[src/rtl/display_scan_mux_pkg.sv]
// Shared constants, scan state type and digit helpers for the 4-digit
// 7-segment scan driver.
package disp_pkg;

  localparam int NUM_DIGITS = 4;
  localparam int DIGIT_W    = 4;
  localparam int SEL_W      = 2;
  localparam int VALUE_W    = NUM_DIGITS * DIGIT_W;

  typedef enum logic {
    SHOW = 1'b0,
    GAP  = 1'b1
  } scan_state_t;

  function automatic logic [DIGIT_W-1:0] digit_of(input logic [VALUE_W-1:0] v,
                                                  input logic [SEL_W-1:0]   sel);
    logic [DIGIT_W-1:0] d;
    case (sel)
      2'd0:    d = v[3:0];
      2'd1:    d = v[7:4];
      2'd2:    d = v[11:8];
      2'd3:    d = v[15:12];
      default: d = 4'h0;
    endcase
    return d;
  endfunction

  // Digit k is a leading zero when it and every digit above it are zero.
  function automatic logic lz_suppress(input logic [VALUE_W-1:0] v,
                                       input logic [SEL_W-1:0]   sel);
    logic s;
    case (sel)
      2'd0:    s = 1'b0;
      2'd1:    s = (v[15:4]  == 12'h000);
      2'd2:    s = (v[15:8]  == 8'h00);
      2'd3:    s = (v[15:12] == 4'h0);
      default: s = 1'b0;
    endcase
    return s;
  endfunction

endpackage

[src/rtl/display_scan_mux_if.sv]
// Control and display-output bundle of the scan driver; the master drives
// the value/control side, the slave (the driver) produces the scan outputs.
interface display_scan_mux_if;
  import disp_pkg::*;

  logic               en;
  logic               load;
  logic [VALUE_W-1:0] value;
  logic               lz_en;
  logic [DIGIT_W-1:0] nibble;
  logic [SEL_W-1:0]   digit_sel;
  logic               blank;
  logic               frame_tick;
  logic               update_ack;

  modport master (
    output en, load, value, lz_en,
    input  nibble, digit_sel, blank, frame_tick, update_ack
  );

  modport slave (
    input  en, load, value, lz_en,
    output nibble, digit_sel, blank, frame_tick, update_ack
  );

endinterface

[src/rtl/display_scan_mux_scan_timer.sv]
// Slot timer: counts DIGIT_CYCLES lit cycles then GAP_CYCLES blank cycles
// and strobes advance_o when the digit index must move on.
module scan_timer
  import disp_pkg::*;
#(
  parameter int DIGIT_CYCLES = 50000,
  parameter int GAP_CYCLES   = 0
) (
  input  logic        clk,
  input  logic        rst,
  input  logic        en_i,
  output scan_state_t state_d_o,
  output logic        advance_o
);

  localparam int CNT_MAX = (DIGIT_CYCLES > GAP_CYCLES) ? DIGIT_CYCLES : GAP_CYCLES;
  localparam int CNT_W   = $clog2(CNT_MAX + 1);
  localparam bit HAS_GAP = (GAP_CYCLES > 0);
  localparam logic [CNT_W-1:0] DIGIT_TC = CNT_W'(DIGIT_CYCLES - 1);
  localparam logic [CNT_W-1:0] GAP_TC   = CNT_W'(HAS_GAP ? GAP_CYCLES - 1 : 0);
  localparam logic [CNT_W-1:0] CNT_ONE  = CNT_W'(1);

  scan_state_t      state_q, state_d;
  logic [CNT_W-1:0] cnt_q, cnt_d;
  logic             advance_s;

  // Next slot state; everything holds while the scan is disabled.
  always_comb begin
    state_d   = state_q;
    cnt_d     = cnt_q;
    advance_s = 1'b0;
    if (en_i) begin
      case (state_q)
        SHOW: begin
          if (cnt_q == DIGIT_TC) begin
            cnt_d = '0;
            if (HAS_GAP) begin
              state_d = GAP;
            end else begin
              advance_s = 1'b1;
            end
          end else begin
            cnt_d = cnt_q + CNT_ONE;
          end
        end
        GAP: begin
          if (cnt_q == GAP_TC) begin
            cnt_d     = '0;
            state_d   = SHOW;
            advance_s = 1'b1;
          end else begin
            cnt_d = cnt_q + CNT_ONE;
          end
        end
        default: begin
          state_d = SHOW;
          cnt_d   = '0;
        end
      endcase
    end else begin
      advance_s = 1'b0;
    end
  end

  // Slot state and counter registers.
  always_ff @(posedge clk) begin
    if (rst) begin
      state_q <= SHOW;
      cnt_q   <= '0;
    end else begin
      state_q <= state_d;
      cnt_q   <= cnt_d;
    end
  end

  assign state_d_o = state_d;
  assign advance_o = advance_s;

endmodule

[src/rtl/display_scan_mux.sv]
// Time-multiplexed 4-digit 7-segment scan driver with double-buffered value,
// optional anti-ghosting gap and leading-zero suppression.
module display_scan_mux
  import disp_pkg::*;
#(
  parameter int DIGIT_CYCLES = 50000,
  parameter int GAP_CYCLES   = 0
) (
  input  logic               clk,
  input  logic               rst,
  display_scan_mux_if.slave  bus
);

  localparam logic [SEL_W-1:0] LAST_SEL = SEL_W'(NUM_DIGITS - 1);
  localparam logic [SEL_W-1:0] SEL_ONE  = SEL_W'(1);

  scan_state_t        state_s;
  logic               advance_s;
  logic               wrap_s;

  logic [VALUE_W-1:0] pending_q, pending_d;
  logic               pend_valid_q, pend_valid_d;
  logic [VALUE_W-1:0] shadow_q, shadow_d;
  logic [SEL_W-1:0]   sel_q, sel_d;
  logic [DIGIT_W-1:0] nibble_q, nibble_d;
  logic               blank_q, blank_d;
  logic               tick_q, tick_d;
  logic               ack_q, ack_d;

  scan_timer #(
    .DIGIT_CYCLES (DIGIT_CYCLES),
    .GAP_CYCLES   (GAP_CYCLES)
  ) u_timer (
    .clk       (clk),
    .rst       (rst),
    .en_i      (bus.en),
    .state_d_o (state_s),
    .advance_o (advance_s)
  );

  assign wrap_s = advance_s && (sel_q == LAST_SEL);

  // Buffers, digit index and output next-state; outputs are computed from the
  // next state so the registered outputs line up with the registered index.
  always_comb begin
    pending_d    = pending_q;
    pend_valid_d = pend_valid_q;
    shadow_d     = shadow_q;
    ack_d        = 1'b0;
    tick_d       = wrap_s;
    if (advance_s) begin
      sel_d = sel_q + SEL_ONE;
    end else begin
      sel_d = sel_q;
    end
    // Commit uses the pending value as it was before any same-cycle load.
    if (wrap_s && pend_valid_q) begin
      shadow_d     = pending_q;
      pend_valid_d = 1'b0;
      ack_d        = 1'b1;
    end else begin
      ack_d = 1'b0;
    end
    if (bus.load) begin
      pending_d    = bus.value;
      pend_valid_d = 1'b1;
    end else begin
      pending_d = pending_d;
    end
    nibble_d = digit_of(shadow_d, sel_d);
    blank_d  = (state_s == GAP) | ~bus.en | (bus.lz_en & lz_suppress(shadow_d, sel_d));
  end

  // Output and buffer registers.
  always_ff @(posedge clk) begin
    if (rst) begin
      pending_q    <= '0;
      pend_valid_q <= 1'b0;
      shadow_q     <= '0;
      sel_q        <= '0;
      nibble_q     <= '0;
      blank_q      <= 1'b0;
      tick_q       <= 1'b0;
      ack_q        <= 1'b0;
    end else begin
      pending_q    <= pending_d;
      pend_valid_q <= pend_valid_d;
      shadow_q     <= shadow_d;
      sel_q        <= sel_d;
      nibble_q     <= nibble_d;
      blank_q      <= blank_d;
      tick_q       <= tick_d;
      ack_q        <= ack_d;
    end
  end

  assign bus.nibble     = nibble_q;
  assign bus.digit_sel  = sel_q;
  assign bus.blank      = blank_q;
  assign bus.frame_tick = tick_q;
  assign bus.update_ack = ack_q;

endmodule
[src/flat_wrapper.sv]
// flat-port wrapper written by rule: the top's interface ports become plain ports
module display_scan_mux_flat import disp_pkg::*;
#(
  parameter int DIGIT_CYCLES = 50000,
  parameter int GAP_CYCLES   = 0
)
  (clk, rst, bus_en, bus_load, bus_value, bus_lz_en, bus_nibble, bus_digit_sel, bus_blank, bus_frame_tick, bus_update_ack);
  display_scan_mux_if bus_i ();
  input  logic clk;
  input  logic rst;
  input wire logic [$bits(bus_i.en)-1:0] bus_en;
  input wire logic [$bits(bus_i.load)-1:0] bus_load;
  input wire logic [$bits(bus_i.value)-1:0] bus_value;
  input wire logic [$bits(bus_i.lz_en)-1:0] bus_lz_en;
  output wire logic [$bits(bus_i.nibble)-1:0] bus_nibble;
  output wire logic [$bits(bus_i.digit_sel)-1:0] bus_digit_sel;
  output wire logic [$bits(bus_i.blank)-1:0] bus_blank;
  output wire logic [$bits(bus_i.frame_tick)-1:0] bus_frame_tick;
  output wire logic [$bits(bus_i.update_ack)-1:0] bus_update_ack;
  assign bus_i.en = bus_en;
  assign bus_i.load = bus_load;
  assign bus_i.value = bus_value;
  assign bus_i.lz_en = bus_lz_en;
  assign bus_nibble = bus_i.nibble;
  assign bus_digit_sel = bus_i.digit_sel;
  assign bus_blank = bus_i.blank;
  assign bus_frame_tick = bus_i.frame_tick;
  assign bus_update_ack = bus_i.update_ack;
  display_scan_mux #(.DIGIT_CYCLES(DIGIT_CYCLES), .GAP_CYCLES(GAP_CYCLES)) u_core (.clk(clk), .rst(rst), .bus(bus_i));
endmodule
[config.mk]
export PLATFORM = sky130hd
export DESIGN_NAME = display_scan_mux_flat
export DESIGN_NICKNAME = d
export VERILOG_FILES = /design/src/rtl/display_scan_mux_pkg.sv /design/src/rtl/display_scan_mux_if.sv /design/src/rtl/display_scan_mux_scan_timer.sv /design/src/rtl/display_scan_mux.sv /design/src/flat_wrapper.sv
export SDC_FILE = /design/constraint.sdc
export NUM_CORES = 1
export LEC_CHECK = 0
export CORE_UTILIZATION = 55
export CTS_CLUSTER_SIZE = 16
export DETAILED_ROUTE_END_ITERATION = 7
export GPL_ROUTABILITY_DRIVEN = 0
export GPL_TIMING_DRIVEN = 0
export PLACE_DENSITY = 0.77
export SYNTH_ARGS = -nofsm -noshare
export SYNTH_HDL_FRONTEND = slang
export SYNTH_HIERARCHICAL = 1
export SYNTH_SLANG_ARGS = --single-unit
[constraint.sdc]
create_clock -name clk -period 3.6 [get_ports clk]
set_input_delay 0.54 -clock clk [delete_from_list [all_inputs] [get_ports clk]]
set_output_delay 0.54 -clock clk [all_outputs]
set_load 0.02 [all_outputs]
[Yosys cells after proc, flatten, opt, wreduce, memory -nomap -nowiden]
Index checks and enable logic that the tools add are counted.
Word-level totals
  bits in registers: 59
  input bits: 21
  output and inout port bits: 9
  logic and storage cells: 47
Cells by class
  add/subtract/negate cells: 2
  eq/ne operators: 5
  mux-type cells: 17
  bitwise logic cells: 5
  reductions and logical operators: 8
Operators with widths (number)
  16-bit 2-to-1 mux: 3
  16-bit case mux with 2 select lines: 1
  16-bit by 1-bit adder with 16-bit output (second input constant): 1
  16-bit == test (second input constant): 1
  16-bit zero test: 1
  4-bit case mux with 4 select lines: 1
  12-bit zero test: 1
  1-bit 2-to-1 mux: 9
  8-bit zero test: 1
  2-bit == test (second input constant): 3
  4-bit zero test: 1
  1-bit case mux with 4 select lines: 1
  2-bit by 1-bit adder with 2-bit output (second input constant): 1
  2-bit by 1-bit == test with 1-bit output (second input constant): 1
  1-bit logical AND: 2
  2-bit zero test: 1
  2-bit 2-to-1 mux: 1
  1-bit inverter: 2
  1-bit OR: 2
  1-bit case mux with 2 select lines: 1
  2-bit nonzero test: 1
  1-bit bitwise AND: 1

[Longest topological paths before layout]
Gate-level depths: netlist of run 1.
  depth after elaboration: 11
  depth in mapped cells: 12
  mapped depth without buffers: 9

[Hierarchy]
The synthesis of run 1 kept the hierarchy.
Modules (own cells, without submodules)
  display_scan_mux: instances 1, cells an instance 177, area an instance 1757.9 um2, seq. area each 840.8 um2
  scan_timer: instances 1, cells an instance 101, area an instance 900.9 um2, seq. area each 340.3 um2

[Least setup slack after synthesis of run 1]
OpenSTA, ideal clock, no wires.
  kind: reg2reg
  start: reg u_core.u_timer.cnt_q[13]
  end: reg u_core.nibble_q[3], in the netlist u_core/bus.nibble[3]
  arrival: 2730 ps
  setup slack: 753 ps
  stages on the path, launching flop included: 9
  period minus slack after synthesis: 2847 ps
  cell sequence: dfxtp_1 -> or4_1 -> nand4bb_1 -> a21oi_2 -> buf_2 -> buf_6 -> mux2i_4 -> mux4_1 -> a22o_1
On the way
  cells in the longest elaborated chain, start to end: 8
RTL lines
  from (decl): line display_scan_mux_scan_timer.sv:24  | logic [CNT_W-1:0] cnt_q, cnt_d;
  from (signal assigned): line display_scan_mux_scan_timer.sv:72  | cnt_q <= cnt_d;
  16-bit == test / 16-bit zero test (equally long branches): line display_scan_mux_scan_timer.sv:35, display_scan_mux_scan_timer.sv:47
  1-bit 2-to-1 mux (on tied branches): line display_scan_mux_scan_timer.sv:35, display_scan_mux_scan_timer.sv:47
  1-bit case mux with 2 select lines *: line display_scan_mux_scan_timer.sv:33  | case (state_q)
  1-bit 2-to-1 mux *: line display_scan_mux_scan_timer.sv:32  | if (en_i) begin
  named net u_core.advance_s: line display_scan_mux.sv:18  | logic advance_s;
  1-bit logical AND: line display_scan_mux.sv:41  | assign wrap_s = advance_s && (sel_q == LAST_SEL);
  1-bit logical AND: line display_scan_mux.sv:57  | if (wrap_s && pend_valid_q) begin
  16-bit 2-to-1 mux: line display_scan_mux.sv:57
  4-bit case mux with 4 select lines *: line display_scan_mux_pkg.sv:18  | case (sel)
  to (signal assigned): line display_scan_mux.sv:90  | nibble_q <= nibble_d;
  to (decl): line display_scan_mux.sv:25  | logic [DIGIT_W-1:0] nibble_q, nibble_d;
The timed path passes the listed nets; every way through them passes the cells marked *.
A chain may end at the register's enable or synchronous reset.

[Worst setup path after layout of run 1]
Same ends and word-level chain as after synthesis.

==> metrics, run 1 <==
status finished clean; Final Non-Filler Cells 374; Die Width 71.53 um; Netlist cell types 54; Area after DPL 3004 sq um; worst r2r dst u_core/bus.nibble[3]; NetSw 0.3019 mW; Final Critical Period 3227 ps; nets@finish 341; Clock Skews 8.596 ps; CORE AREA 4504 sq um; Total Wirelength 5966 um; worst hold path stage count 2; Num CTS Buffers 9; Worst Setup End Kind flop; die area 5117 sq um; # DRC 0; Synth Flop Type dfxtp_1; area leader, netlist dfxtp_1; Worst Path Required 3830 ps; startpoint types flop; depth of the most critical reg-to-reg path 8; final global-route overflow total 0; die height 71.53 um; Comb pwr share 5.5%; # IOs 30; Peak Freq 0.3099 GHz; 1st-iter DRT viols 287; TritonRoute pass-1 iters 4; register area share after synthesis 44.42%; synthesized flop and latch total 59; Slew @ Worst Pin 555.1 ps; Setup violations, final 0; vias 2225; buffer count from post-CTS setup fixing 0; Post-Synthesis Cell Area 2659 sq um; Hold Violations, Final 0; Mapped Nets 302; leakage power total 1.227 nW; crit-path max cell delay 580 ps; total negative slack 0 ps; clock slew at reported path FFs 60 ps; YS warnings 6; dpl hpwl 4198 um; Tcrit/Tclk final 89.63%; VDD IR-drop max 289.0 uV; CTS root buf clkbuf_8; total track usage 26.29%; worst hold path class reg -> reg; IO Port Bufs 28; critical path's slowest cell mux4_2; Cell Int Power 1.082 mW; Area contributors post-synth dfxtp_1 44%, mux2i_1 6.4%, nand2_1 5.4%; Yosys top cell area share 44.42%; crit-path cells or4_1 -> nand4bb_1 -> a21oi_2 -> buf_2 -> buf_6 -> mux2i_4 -> mux4_2 -> a22o_1; CTS tree done; Max-slew headroom 62.81%; critical path type reg -> reg; hold_sp u_core/shadow_q[1]; Starting Density 59.03%; first-pass GRT wire length 10160 um; RSZ-0062 raised after global routing no; clk sink count 59; most common library cells after synthesis 59 x dfxtp_1, 38 x nand2_1, 27 x nor2_1; Wirelength per Cell 15.95 um; Post-Syn Instances 278; CP delay by family, top multiplexers; CTS Buffer Depth 2; share of layout cells above drive strength 1 11.49%; cell area after layout 3217 sq um; initial antenna violation count 0; most common cell in the netlist dfxtp_1; number of global-route vias before repair 2062; max cap viols 0; ANT nets after route 0; CP Buf/Inv Count 2; CP startpoint u_core/u_timer/cnt_q[13]; hold_buf cts 0; largest net degree at the start of global routing 11; Crit path arrival time 3460 ps; Syn Area/Cell 9.564 sq um; worst-path fanout max 10; WHS Endpoint u_core/shadow_q[1]; post-cts sizing count 0; RR Startpoint u_core/u_timer/cnt_q[13]; vias per cell 5.949; n_diodes 0; register share of total power 49.2%; Reg2Reg Setup Slack 370 ps; max-slew violation count 0; ys async rst share 0%; critical path depth in cells 8; pwr dens 430.2 nW/um^2; dpl cells 358; Clock Latency Late Sink 340 ps; Sw Ratio 21.81%; EDFF count, synth 0; CTS HTree Levels 3; area growth from synthesis to layout 20.99%; clock share of power 45.3%; Rows 24
registers in the layout, summed over array words and instances, names as in the netlist:
| register | count |
|---|---|
| u_core/u_timer/cnt_q | 16 |
| u_core/bus.nibble | 4 |
| u_core/pend_valid_q | 1 |
| u_core/bus.blank | 1 |
| u_core/bus.frame_tick | 1 |
| u_core/bus.update_ack | 1 |
| u_core/shadow_q | 16 |
| u_core/pending_q | 16 |
| u_core/u_timer/state_q | 1 |
| u_core/bus.digit_sel | 2 |
worst register-to-register path, stage by stage, from the launching register on:
cell and delay, ps:
dfxtp_1 350, or4_1 540, nand4bb_1 250, a21oi_2 240
buf_2 290, buf_6 180, mux2i_4 460, mux4_2 590
a22o_1 240
cell usage in the layout (no fill, tap or decap), drive strengths merged, types with 3 or more instances in the layout:
| master | count |
|---|---|
| clkbuf | 18 |
| nor3 | 9 |
| nand4 | 6 |
| o21ai | 4 |
| inv | 5 |
| xor2 | 5 |
| nand2 | 38 |
| xnor2 | 4 |
| mux4 | 6 |
| ha | 3 |
| a21oi | 19 |
| mux2i | 18 |
| nor2b | 3 |
| mux2 | 3 |
| a211oi | 5 |
| buf | 10 |
| dfxtp | 59 |
| or4 | 7 |
| nand3 | 5 |
| a22o | 3 |
| clkdlybuf4s50 | 28 |
| nor2 | 27 |
| or3 | 4 |
cell type report:
| type | count | area, sq um |
|---|---|---|
| Clock buffer | 12 | 165.2 |
| Fill cell | 368 | 1287 |
| Timing Repair Buffer | 28 | 280.3 |
| Inverter | 5 | 18.77 |
| Buffer | 16 | 83.83 |
| Tap cell | 52 | 65.06 |
| Sequential cell | 59 | 1181 |
| Clock inverter | 4 | 47.55 |
| Multi-Input combinational cell | 198 | 1375 |
per-layer routing:
metal | vias up | wire (um) | track usage (%)
met5 | - | 0 | 0
met4 | 0 | 145 | 13.07
met3 | 13 | 321 | 6.048
met2 | 76 | 2499 | 35.56
met1 | 1048 | 3000 | 39.19
li1 | 1088 | - | -
cells by family after synthesis:
family | count (synthesis) | synth area share, %
fa+ha+maj | 3 | 1.412
flops | 59 | 44.42
mux | 27 | 14.02
xor+xnor | 9 | 3.247
simple gates | 115 | 22.26
compound gates | 44 | 10.78
buf+inv | 21 | 3.859
how the worst max path moves through the flow:
stage,to,slack (ps)
after global placement,u_core/bus.nibble[3],120
after detailed placement,u_core/bus.nibble[3],130
after floorplan,u_core/bus.nibble[3],750
after global routing,u_core/bus.nibble[3],120
final,u_core/bus.nibble[3],370
after CTS,u_core/bus.nibble[3],410
stage by stage:
step                power (mW)  hold slack [ps]  setup WS [ps]  utilization [%]
finish                   1.384            468.1          373.2            71.42
global route             1.435            489.1          123.5            71.42
CTS                      1.394            467.0          406.3            71.42
detailed placement      0.7706            454.2          129.6            66.69
global placement        0.7689            450.7          122.1            66.69
floorplan               0.7320            431.8          753.5                -
power by group through the flow:
stage	Clock [mW]	Combinational (mW)	Sequential, mW
2_1_floorplan	0	0.0418	0.690
3_3_place_gp	0	0.0743	0.695
3_5_place_dp	0	0.0756	0.695
4_1_cts	0.638	0.0761	0.681
5_1_grt	0.668	0.0846	0.683
6_report	0.627	0.0762	0.681
No activity file was read; power rests on OpenSTA's default activity.
==> run 2, diff against run 1 <==
--- a/config.mk
+++ b/config.mk
@@ -5,12 +5,14 @@
 export SDC_FILE = /design/constraint.sdc
 export NUM_CORES = 1
 export LEC_CHECK = 0
-export CORE_UTILIZATION = 55
+export CELL_PAD_IN_SITES_DETAIL_PLACEMENT = 2
+export CELL_PAD_IN_SITES_GLOBAL_PLACEMENT = 2
+export CORE_UTILIZATION = 35
 export CTS_CLUSTER_SIZE = 16
 export DETAILED_ROUTE_END_ITERATION = 7
 export GPL_ROUTABILITY_DRIVEN = 0
 export GPL_TIMING_DRIVEN = 0
-export PLACE_DENSITY = 0.77
+export PLACE_DENSITY = 0.78
 export SYNTH_ARGS = -nofsm -noshare
 export SYNTH_HDL_FRONTEND = slang
 export SYNTH_HIERARCHICAL = 1
==> run 2 against run 1 <==
  * Flip-flop and latch count unchanged
  * Maximum frequency decreased by 5.2%
  * Utilization down 26 points
  * Final area rose by 1.8%
==> metrics, run 2 (synthesis gave the netlist of run 1 again) <==
die height 89.16 um (+25%); Die Width 89.16 um (+25%); post-route worst setup slack 195.1 ps (-178.2 ps); clk sink count 59 (unchanged); Tcrit/Tclk final 94.58% (+4.9 points); max-slew violation count 0 (unchanged); leakage power total 1.227 nW (unchanged); clock slew at reported path FFs 70 ps (about the same); Slew @ Worst Pin 628.3 ps (+73.21 ps); most frequent cells in the layout 59 x dfxtp_1, 38 x nand2_1, 28 x clkdlybuf4s50_1; GRT met1 Usage 26.95% (-12 points); hold_buf cts 0 (unchanged); Worst Setup End Kind flop; hold_sp u_core/shadow_q[3]; buffer count from post-CTS setup fixing 0 (unchanged); depth of the most critical reg-to-reg path 10 (+2); Filler cells 813 (+120%); die area 7950 sq um (+55%); CORE AREA 7292 sq um (+62%); Largest regs u_core/pending_q x16, u_core/shadow_q x16, u_core/u_timer/cnt_q x16; Top Usage Layer GRT met2; commonest non-fill, non-tap cell in the layout dfxtp_1; IO Port Bufs 28 (unchanged); Wirelength per Cell 18.03 um (+13%); crit-path cells inv_1 -> ha_1 -> nor4b_1 -> nand3_1 -> a21oi_2 -> buf_2 -> buf_6 -> mux2i_4 -> mux4_2 -> a22o_1; n_diodes 0 (unchanged); WHS Endpoint u_core/shadow_q[3]; Clock Skews 6.350 ps (-2.245 ps); Rows 31 (+29%); largest net degree at the start of global routing 11 (unchanged); Hold Violations, Final 0 (unchanged); CTS HTree Levels 3 (unchanged); CTS root buf clkbuf_8; vias per cell 5.428 (-8.8%); RR Startpoint u_core/u_timer/cnt_q[0]; # DRC 0 (unchanged); worst hold path class reg -> reg; worst-path fanout max 10 (unchanged); crit-path max cell delay 610 ps (+30 ps); Setup violations, final 0 (unchanged); TritonRoute pass-1 iters 4 (unchanged); total negative slack 0 ps (unchanged); 1st-iter DRT viols 84 (-71%); critical path's slowest cell mux4_2; area growth from synthesis to layout 23.20%; initial antenna violation count 0 (unchanged); RSZ-0062 raised after global routing no; nets@finish 341 (unchanged); Total Wirelength 7590 um (+27%); met3 global-route usage 4.894% (-1.2 points); # IOs 30 (unchanged); Worst Path Required 3830 ps (about the same); worst r2r dst u_core/bus.nibble[3]; Reg2Reg Setup Slack 200 ps (-180 ps); dpl hpwl 5573 um (+33%); VDD IR-drop max 189.2 uV (-35%); Clock Latency Late Sink 330 ps (about the same); worst hold path stage count 2 (unchanged); pwr dens 428.3 nW/um^2 (-0.44%); Max-slew headroom 57.90% (-4.9 points); total track usage 21.33% (-5.0 points); max cap viols 0 (unchanged); CP Buf/Inv Count 3 (+1); ANT nets after route 0 (unchanged); post-cts sizing count 0 (unchanged); critical path type reg -> reg; Num CTS Buffers 9 (unchanged); dpl ws -84.34 ps (-213.9 ps); first-pass GRT wire length 12410 um (+22%); CTS tree done; startpoint types flop; Peak Freq 0.2937 GHz (-5.2%); share of layout cells above drive strength 1 11.49% (unchanged); GR Util met2 35.53% (about the same); Final Critical Period 3405 ps (+178.2 ps); Crit path arrival time 3630 ps (+170 ps); final global-route overflow total 0 (unchanged); CP delay by family, top multiplexers; CTS Buffer Depth 2 (unchanged); status finished clean; vias 2285 (+2.7%); number of global-route vias before repair 2384 (+16%); Starting Density 36.46% (-23 points)
==> run 2: cell counts in the layout (fill, tap and decap cells not counted) <==
Identical to the previous run, type by type.
==> run 2: how the worst max path moves through the flow <==
stage | start | endpoint | cells after the start
finish | u_core/u_timer/cnt_q[0] | u_core/bus.nibble[3] | 10
global route | u_core/u_timer/cnt_q[0] | u_core/bus.nibble[3] | 10
CTS | u_core/u_timer/cnt_q[0] | u_core/bus.nibble[3] | 10
detailed placement | bus_en | u_core/bus.nibble[3] | 8
global placement | bus_en | u_core/bus.nibble[3] | 8
floorplan | u_core/u_timer/cnt_q[13] | u_core/bus.nibble[3] | 8
==> run 2: cell type report <==
class	count	area [sq um]	share of cell area [%]
buffer	16	83.83	2.559
clock buffer	12	165.2	5.042
clock inverter	4	47.55	1.451
inverter	5	18.77	0.5730
multi-input combinational	198	1375	41.98
sequential	59	1181	36.06
tap	99	123.9	3.782
timing repair buffer	28	280.3	8.556
==> run 2: per-layer routing <==
layer / wire length [um] / vias up
li1: - / 1083
met1: 3384 / 1144
met2: 3773 / 45
met3: 282 / 13
met4: 150 / 0
met5: 0 / -
==> run 2: power by group <==
| part | switching, mW | internal [mW] | total, mW |
|---|---|---|---|
| clock | 0.268 | 0.374 | 0.642 |
| sequential | 0.0151 | 0.667 | 0.682 |
| combinational | 0.0378 | 0.0417 | 0.0796 |
| total | 0.321 | 1.08 | 1.40 |
==> run 2: through the flow <==
step	utilization, %	instances	area [sq um]	power, mW	hold slack, ps
final	44.92	421	3276	1.403	463.8
after global routing	44.92	421	3276	1.461	488.1
after CTS	44.92	421	3276	1.422	467.9
after detailed placement	42.00	405	3063	0.7766	458.3
after global placement	42.00	405	3063	0.7720	445.9
after floorplan	-	278	2659	0.7320	431.8
==> run 2: worst min-delay path, cell delays in order (launching register included) <==
cell and delay, ps:
dfxtp_1 310, nand2_1 50, a21oi_1 50
==> run 3, diff against run 2 <==
--- a/config.mk
+++ b/config.mk
@@ -7,13 +7,12 @@
 export LEC_CHECK = 0
 export CELL_PAD_IN_SITES_DETAIL_PLACEMENT = 2
 export CELL_PAD_IN_SITES_GLOBAL_PLACEMENT = 2
-export CORE_UTILIZATION = 35
+export CORE_UTILIZATION = 34
 export CTS_CLUSTER_SIZE = 16
 export DETAILED_ROUTE_END_ITERATION = 7
 export GPL_ROUTABILITY_DRIVEN = 0
 export GPL_TIMING_DRIVEN = 0
-export PLACE_DENSITY = 0.78
+export PLACE_DENSITY = 0.77
 export SYNTH_ARGS = -nofsm -noshare
 export SYNTH_HDL_FRONTEND = slang
-export SYNTH_HIERARCHICAL = 1
 export SYNTH_SLANG_ARGS = --single-unit
==> run 3 against run 2 <==
  * Global-route usage shrank 1.2 points
  * Non-clock buffer count shrank 3
  * Setup slack gained 700 ps
  * Register-to-register slack gained 700 ps
  * Flip-flop and latch count is the same
  * Hold slack gained 14 ps
  * Sequential share of layout area grew 0.083 points
  * Synthesized area is essentially flat
  * Maximum frequency grew 26%
  * Clock power grew 7.2%
  * Critical endpoint is now u_core.bus.nibble[3]
  * Largest power group is now the clock network
==> metrics, run 3 <==
1st-iter DRT viols 41 (-51%); Filler cells 830 (+2.1%); Yosys top cell area share 44.47% (about the same); ys async rst share 0% (unchanged); CTS Buffer Depth 2 (unchanged); Rows 31 (unchanged); worst hold path class in -> reg; Area contributors post-synth dfxtp_1 44%, mux2i_1 9.8%, nor2_1 6.9%; Total Wirelength 7646 um (+0.74%); YS warnings 0 (-6); hold_sp bus_en; max-slew violation count 0 (unchanged); critical path's slowest cell mux4_2; Wirelength per Cell 17.78 um (-1.4%); area growth from synthesis to layout 23.03%; utilization after layout 44.11% (-0.81 points); Netlist cell types 46 (-15%); vias per cell 5.258 (-3.1%); commonest non-fill, non-tap cell in the layout dfxtp_1; Worst Setup End Kind flop; total track usage 20.14% (-1.2 points); first-pass GRT wire length 12670 um (+2.1%); RSZ-0062 raised after global routing no; Die Width 90.39 um (+1.4%); most common library cells after synthesis 59 x dfxtp_1, 49 x nor2_1, 32 x nand2_1; dpl hpwl 5513 um (-1.1%); Crit path arrival time 2910 ps (-720 ps); worst-path fanout max 10 (unchanged); critical path type reg -> reg; Syn Area/Cell 9.191 sq um (-3.9%); Final Critical Period 2708 ps (-696.7 ps); hold_buf cts 0 (unchanged); max cap viols 0 (unchanged); nets@finish 350 (+2.6%); Hold Violations, Final 0 (unchanged); Peak Freq 0.3692 GHz (+26%); crit-path max cell delay 510 ps (-100 ps); clock slew at reported path FFs 60 ps (about the same); Tcrit/Tclk final 75.23% (-19 points); CTS root buf clkbuf_8; Post-Syn Instances 289 (+4.0%); total power draw 1.454 mW (+3.6%); Fin Hold WS 477.8 ps (+13.96 ps); Post-Synthesis Cell Area 2656 sq um (about the same); most common cell in the netlist dfxtp_1; Worst Path Required 3800 ps (-30 ps); die height 90.39 um (+1.4%); # DRC 0 (unchanged); Largest regs u_core.pending_q x16, u_core.shadow_q x16, u_core.u_timer.cnt_q x16; largest net degree at the start of global routing 11 (unchanged); Max-slew headroom 40.61% (-17 points); synthesized flop and latch total 59 (unchanged); TritonRoute pass-1 iters 4 (unchanged); CORE AREA 7408 sq um (+1.6%); Clock Skews 3.572 ps (-2.779 ps); area leader, netlist dfxtp_1; IO Port Bufs 26 (-7.1%); leakage power total 1.265 nW (+3.1%); most frequent cells in the layout 59 x dfxtp_1, 49 x nor2_1, 32 x nand2_1; pwr dens 444.8 nW/um^2 (+3.8%); number of global-route vias before repair 2464 (+3.4%); VDD IR-drop max 226.0 uV (+19%); EDFF count, synth 0 (unchanged); Synth Flop Type dfxtp_1; Slew @ Worst Pin 890.8 ps (+262.5 ps); Num CTS Buffers 9 (unchanged); Clock Latency Late Sink 340 ps (about the same); dpl cells 414 (+2.2%); CP startpoint u_core.u_timer.cnt_q[0]; clk sink count 59 (unchanged); startpoint types flop; n_diodes 0 (unchanged); share of layout cells above drive strength 1 9.366% (-2.1 points); Setup violations, final 0 (unchanged); Starting Density 35.86% (-0.61 points); die area 8170 sq um (+2.8%); CTS tree done; register area share after synthesis 44.47% (about the same); status finished clean; final global-route overflow total 0 (unchanged); total negative slack 0 ps (unchanged); initial antenna violation count 0 (unchanged); RR Startpoint u_core.u_timer.cnt_q[0]; Final Non-Filler Cells 430 (+2.1%); vias 2261 (-1.1%); ANT nets after route 0 (unchanged); CTS HTree Levels 3 (unchanged); crit-path cells ha_1 -> and4_4 -> nand4bb_1 -> a21oi_2 -> mux2i_1 -> buf_6 -> mux4_2 -> nand2_1 -> a21oi_1; post-cts sizing count 0 (unchanged); # IOs 30 (unchanged); buffer count from post-CTS setup fixing 0 (unchanged); Mapped Nets 313 (+3.6%)
## run 3: cell types whose count changed in the layout (fill, tap and decap cells not counted), sizes merged, moves of 4 or more
cell / delta
nand2: -6
nand3: +4
buf: -5
nor4: +7
mux2i: +8
nor3: -4
xor2: +5
and3: +4
clkbuf: +4
nor2: +22
or4: -7
## run 3: path summary, 6_finish.rpt
check / to / slack [ps] / cells after the start
worst max-delay path: u_core.bus.nibble[3] / 890 / 9
worst min-delay path: u_core.u_timer.state_q / 480 / 2
worst max register to register: u_core.bus.nibble[3] / 890 / 9
worst min register to register: u_core.shadow_q[3] / 480 / 2
## run 3: layout make-up
type | instances | area [sq um] | share of cell area, %
Timing Repair Buffer | 26 | 260.3 | 7.963
Clock buffer | 12 | 155.1 | 4.747
Buffer | 15 | 73.82 | 2.259
Clock inverter | 4 | 72.57 | 2.221
Multi-Input combinational cell | 210 | 1383 | 42.30
Inverter | 5 | 18.77 | 0.5743
Tap cell | 99 | 123.9 | 3.790
Sequential cell | 59 | 1181 | 36.14
## run 3: report_power, final
| group | internal (mW) | switching (mW) | total (mW) |
|---|---|---|---|
| clock | 0.426 | 0.262 | 0.688 |
| combinational | 0.0416 | 0.0401 | 0.0817 |
| sequential | 0.667 | 0.0160 | 0.683 |
## run 3: cell families (layout without fill, tap and decap cells)
group / after synthesis / in the layout / synth area share, %
simple gates: 126 / 126 / 23.18
xor+xnor: 17 / 17 / 5.605
compound gates: 34 / 34 / 8.526
mux: 30 / 30 / 13.33
buf+inv: 20 / 62 / 3.486
fa+ha+maj: 3 / 3 / 1.413
flops: 59 / 59 / 44.47
## run 3: routing by layer
metal / vias to the layer above / wire [um] / track usage, %
li1: 1085 / - / -
met3: 6 / 223 / 5.135
met4: 0 / 91 / 6.452
met1: 1139 / 3430 / 23.29
met2: 31 / 3901 / 36.13
met5: - / 0 / 0
## run 3: worst max-delay path, delay by kind of cell (launching register included)
family / cells / cell delay [ps]
compound gates: 2 / 270
simple gates: 3 / 540
flops: 1 / 420
fa+ha+maj: 1 / 230
mux: 2 / 890
buf+inv: 1 / 220
## run 3: through the flow
step	instance area, sq um	setup WS, ps
after floorplan	2656	1191
after global placement	3040	850.3
after detailed placement	3040	840.9
after CTS	3268	860.2
after global routing	3268	736.1
final	3268	891.7
==> RTL change, RTL diff (config.mk and constraints of run 1) <==
`DIGIT_CYCLES` is set to 50000 in 3 places; all go to 25000.
--- a/src/rtl/display_scan_mux_scan_timer.sv
+++ b/src/rtl/display_scan_mux_scan_timer.sv
@@ -3,7 +3,7 @@
 module scan_timer
   import disp_pkg::*;
 #(
-  parameter int DIGIT_CYCLES = 50000,
+  parameter int DIGIT_CYCLES = 25000,
   parameter int GAP_CYCLES   = 0
 ) (
   input  logic        clk,
--- a/src/rtl/display_scan_mux.sv
+++ b/src/rtl/display_scan_mux.sv
@@ -3,7 +3,7 @@
 module display_scan_mux
   import disp_pkg::*;
 #(
-  parameter int DIGIT_CYCLES = 50000,
+  parameter int DIGIT_CYCLES = 25000,
   parameter int GAP_CYCLES   = 0
 ) (
   input  logic               clk,
--- a/src/flat_wrapper.sv
+++ b/src/flat_wrapper.sv
@@ -1,7 +1,7 @@
 // flat-port wrapper written by rule: the top's interface ports become plain ports
 module display_scan_mux_flat import disp_pkg::*;
 #(
-  parameter int DIGIT_CYCLES = 50000,
+  parameter int DIGIT_CYCLES = 25000,
   parameter int GAP_CYCLES   = 0
 )
   (clk, rst, bus_en, bus_load, bus_value, bus_lz_en, bus_nibble, bus_digit_sel, bus_blank, bus_frame_tick, bus_update_ack);
Formal check against the unedited RTL: no difference found for any inputs over 10 cycles, from zero or initial values and one cycle with rst high; that may be too few to reach the edited logic, so the function may still have changed.
==> RTL change against run 1 <==
Cell count down 1.9%. Routed wire length down 11%. Final area down 3.7%. Global-route usage down 1.8 points. Setup slack better by 0.22 ns. Count of clock-buffer cells in the layout up 2. Sequential cell count down 1. Power down 6.9%. Area after synthesis down 3.3%. Maximum frequency up 7.2%. Sequential share of layout area up 0.76 points. First-iteration DRC count down 32%.
==> RTL change: results (changes against run 1) <==
[setup_path]
arrival_ns = 3.24  ; -0.22 ns
slowest_stage = mux4_2

[yosys]
syn_nets = 295  ; -2.3%
synth_common_cells = dfxtp_1 (58), nor2_1 (40), nand2_1 (36), a21oi_1 (18), mux2i_1 (18)
synth_cell_type_count = 45  ; -17%
synth.area.top_cells = dfxtp_1 (45%), mux2i_1 (7.0%), nor2_1 (5.8%)
synth_flop_cell = dfxtp_1
yosysSeqAreaShare_pct = 45.2  ; +0.76 points

[status]
status = complete, no violations

[power]
ir_worst_vdd_uv = 307  ; +6.1%
p_leak_nw = 1.18  ; -3.7%

[grt]
use_met1_pct = 32.7  ; -6.5 points
grt_use_met3_pct = 5.63  ; -0.42 points
grt_pass1_wl_mm = 9.32  ; -8.3%
gr-usage-met2_pct = 36.7  ; +1.2 points
grt_pass1_vias = 1992  ; -3.4%
track_usage_pct = 24.5  ; -1.8 points

[route]
wl_met3_um = 244  ; -24%
wl_per_cell_um = 14.5  ; -9.0%
dr.first_iter.drc_count = 194  ; -32%
wl_met1_mm = 2.48  ; -17%

[finish]
fin_nets = 334  ; -2.1%
largest_registers = u_core/pending_q x16, u_core/shadow_q x16, u_core/u_timer/cnt_q x15
drive_gt1_share_pct = 11.1  ; -0.38 points

[placed_design]
place_ws_ns = 0.227  ; +0.0971 ns
hpwlAfterDp_mm = 3.91  ; -6.9%

[timing]
tightest_slew_ns = 0.590  ; +0.0353 ns
skew_ns = 0.00578  ; -0.00281 ns

[clocking]
htreeDepth = 3  ; unchanged

RTL change: stage by stage:
step | hold WS, ns | cell area [um2] | std cells
3_3_place_gp | 0.451 | 2920 | 351
6_report | 0.462 | 3100 | 367
2_1_floorplan | 0.432 | 2570 | 271
5_1_grt | 0.498 | 3100 | 367
4_1_cts | 0.462 | 3100 | 367
3_5_place_dp | 0.454 | 2920 | 351
RTL change: cell families (layout without fill, tap and decap cells):
logic type,Yosys count,count (layout),share of synthesized area [%]
mux,28,28,14.9
xor+xnor,13,13,4.72
flops,58,58,45.2
buf+inv,22,66,3.99
fa+ha+maj,3,3,1.46
simple gates,116,116,22.1
compound gates,31,31,7.69
RTL change: power breakdown:
group	switching [mW]	internal (mW)
combinational	0.0334	0.0433
sequential	0.0149	0.657
clock	0.235	0.304
RTL change: final cells by class:
| type | count | area [um2] |
|---|---|---|
| fillers | 363 | 1320 |
| multi-input cells | 191 | 1310 |
| flip-flops and latches | 58 | 1160 |
| repair buffers | 28 | 280 |
| clock buffers | 14 | 173 |
| plain buffers | 16 | 80.1 |
| well taps | 52 | 65.1 |
| inverters | 6 | 22.5 |
| clock inverters | 2 | 10.0 |
RTL change: final timing paths:
path / cells past startpoint / slack [ns] / startpoint / to
setup / recovery: 9 / 0.59 / bus_en / u_core/bus.nibble[3]
hold / removal: 2 / 0.46 / u_core/shadow_q[1] / u_core/shadow_q[1]
setup reg to reg: 9 / 0.90 / u_core/u_timer/cnt_q[0] / u_core/bus.nibble[3]
hold reg to reg: 2 / 0.46 / u_core/shadow_q[1] / u_core/shadow_q[1]
RTL change: critical path: cells and delay by family:
kind / cells / cell delay [ns]
compound gates: 1 / 0.23
buf+inv: 3 / 0.83
mux: 2 / 1.00
simple gates: 3 / 0.63
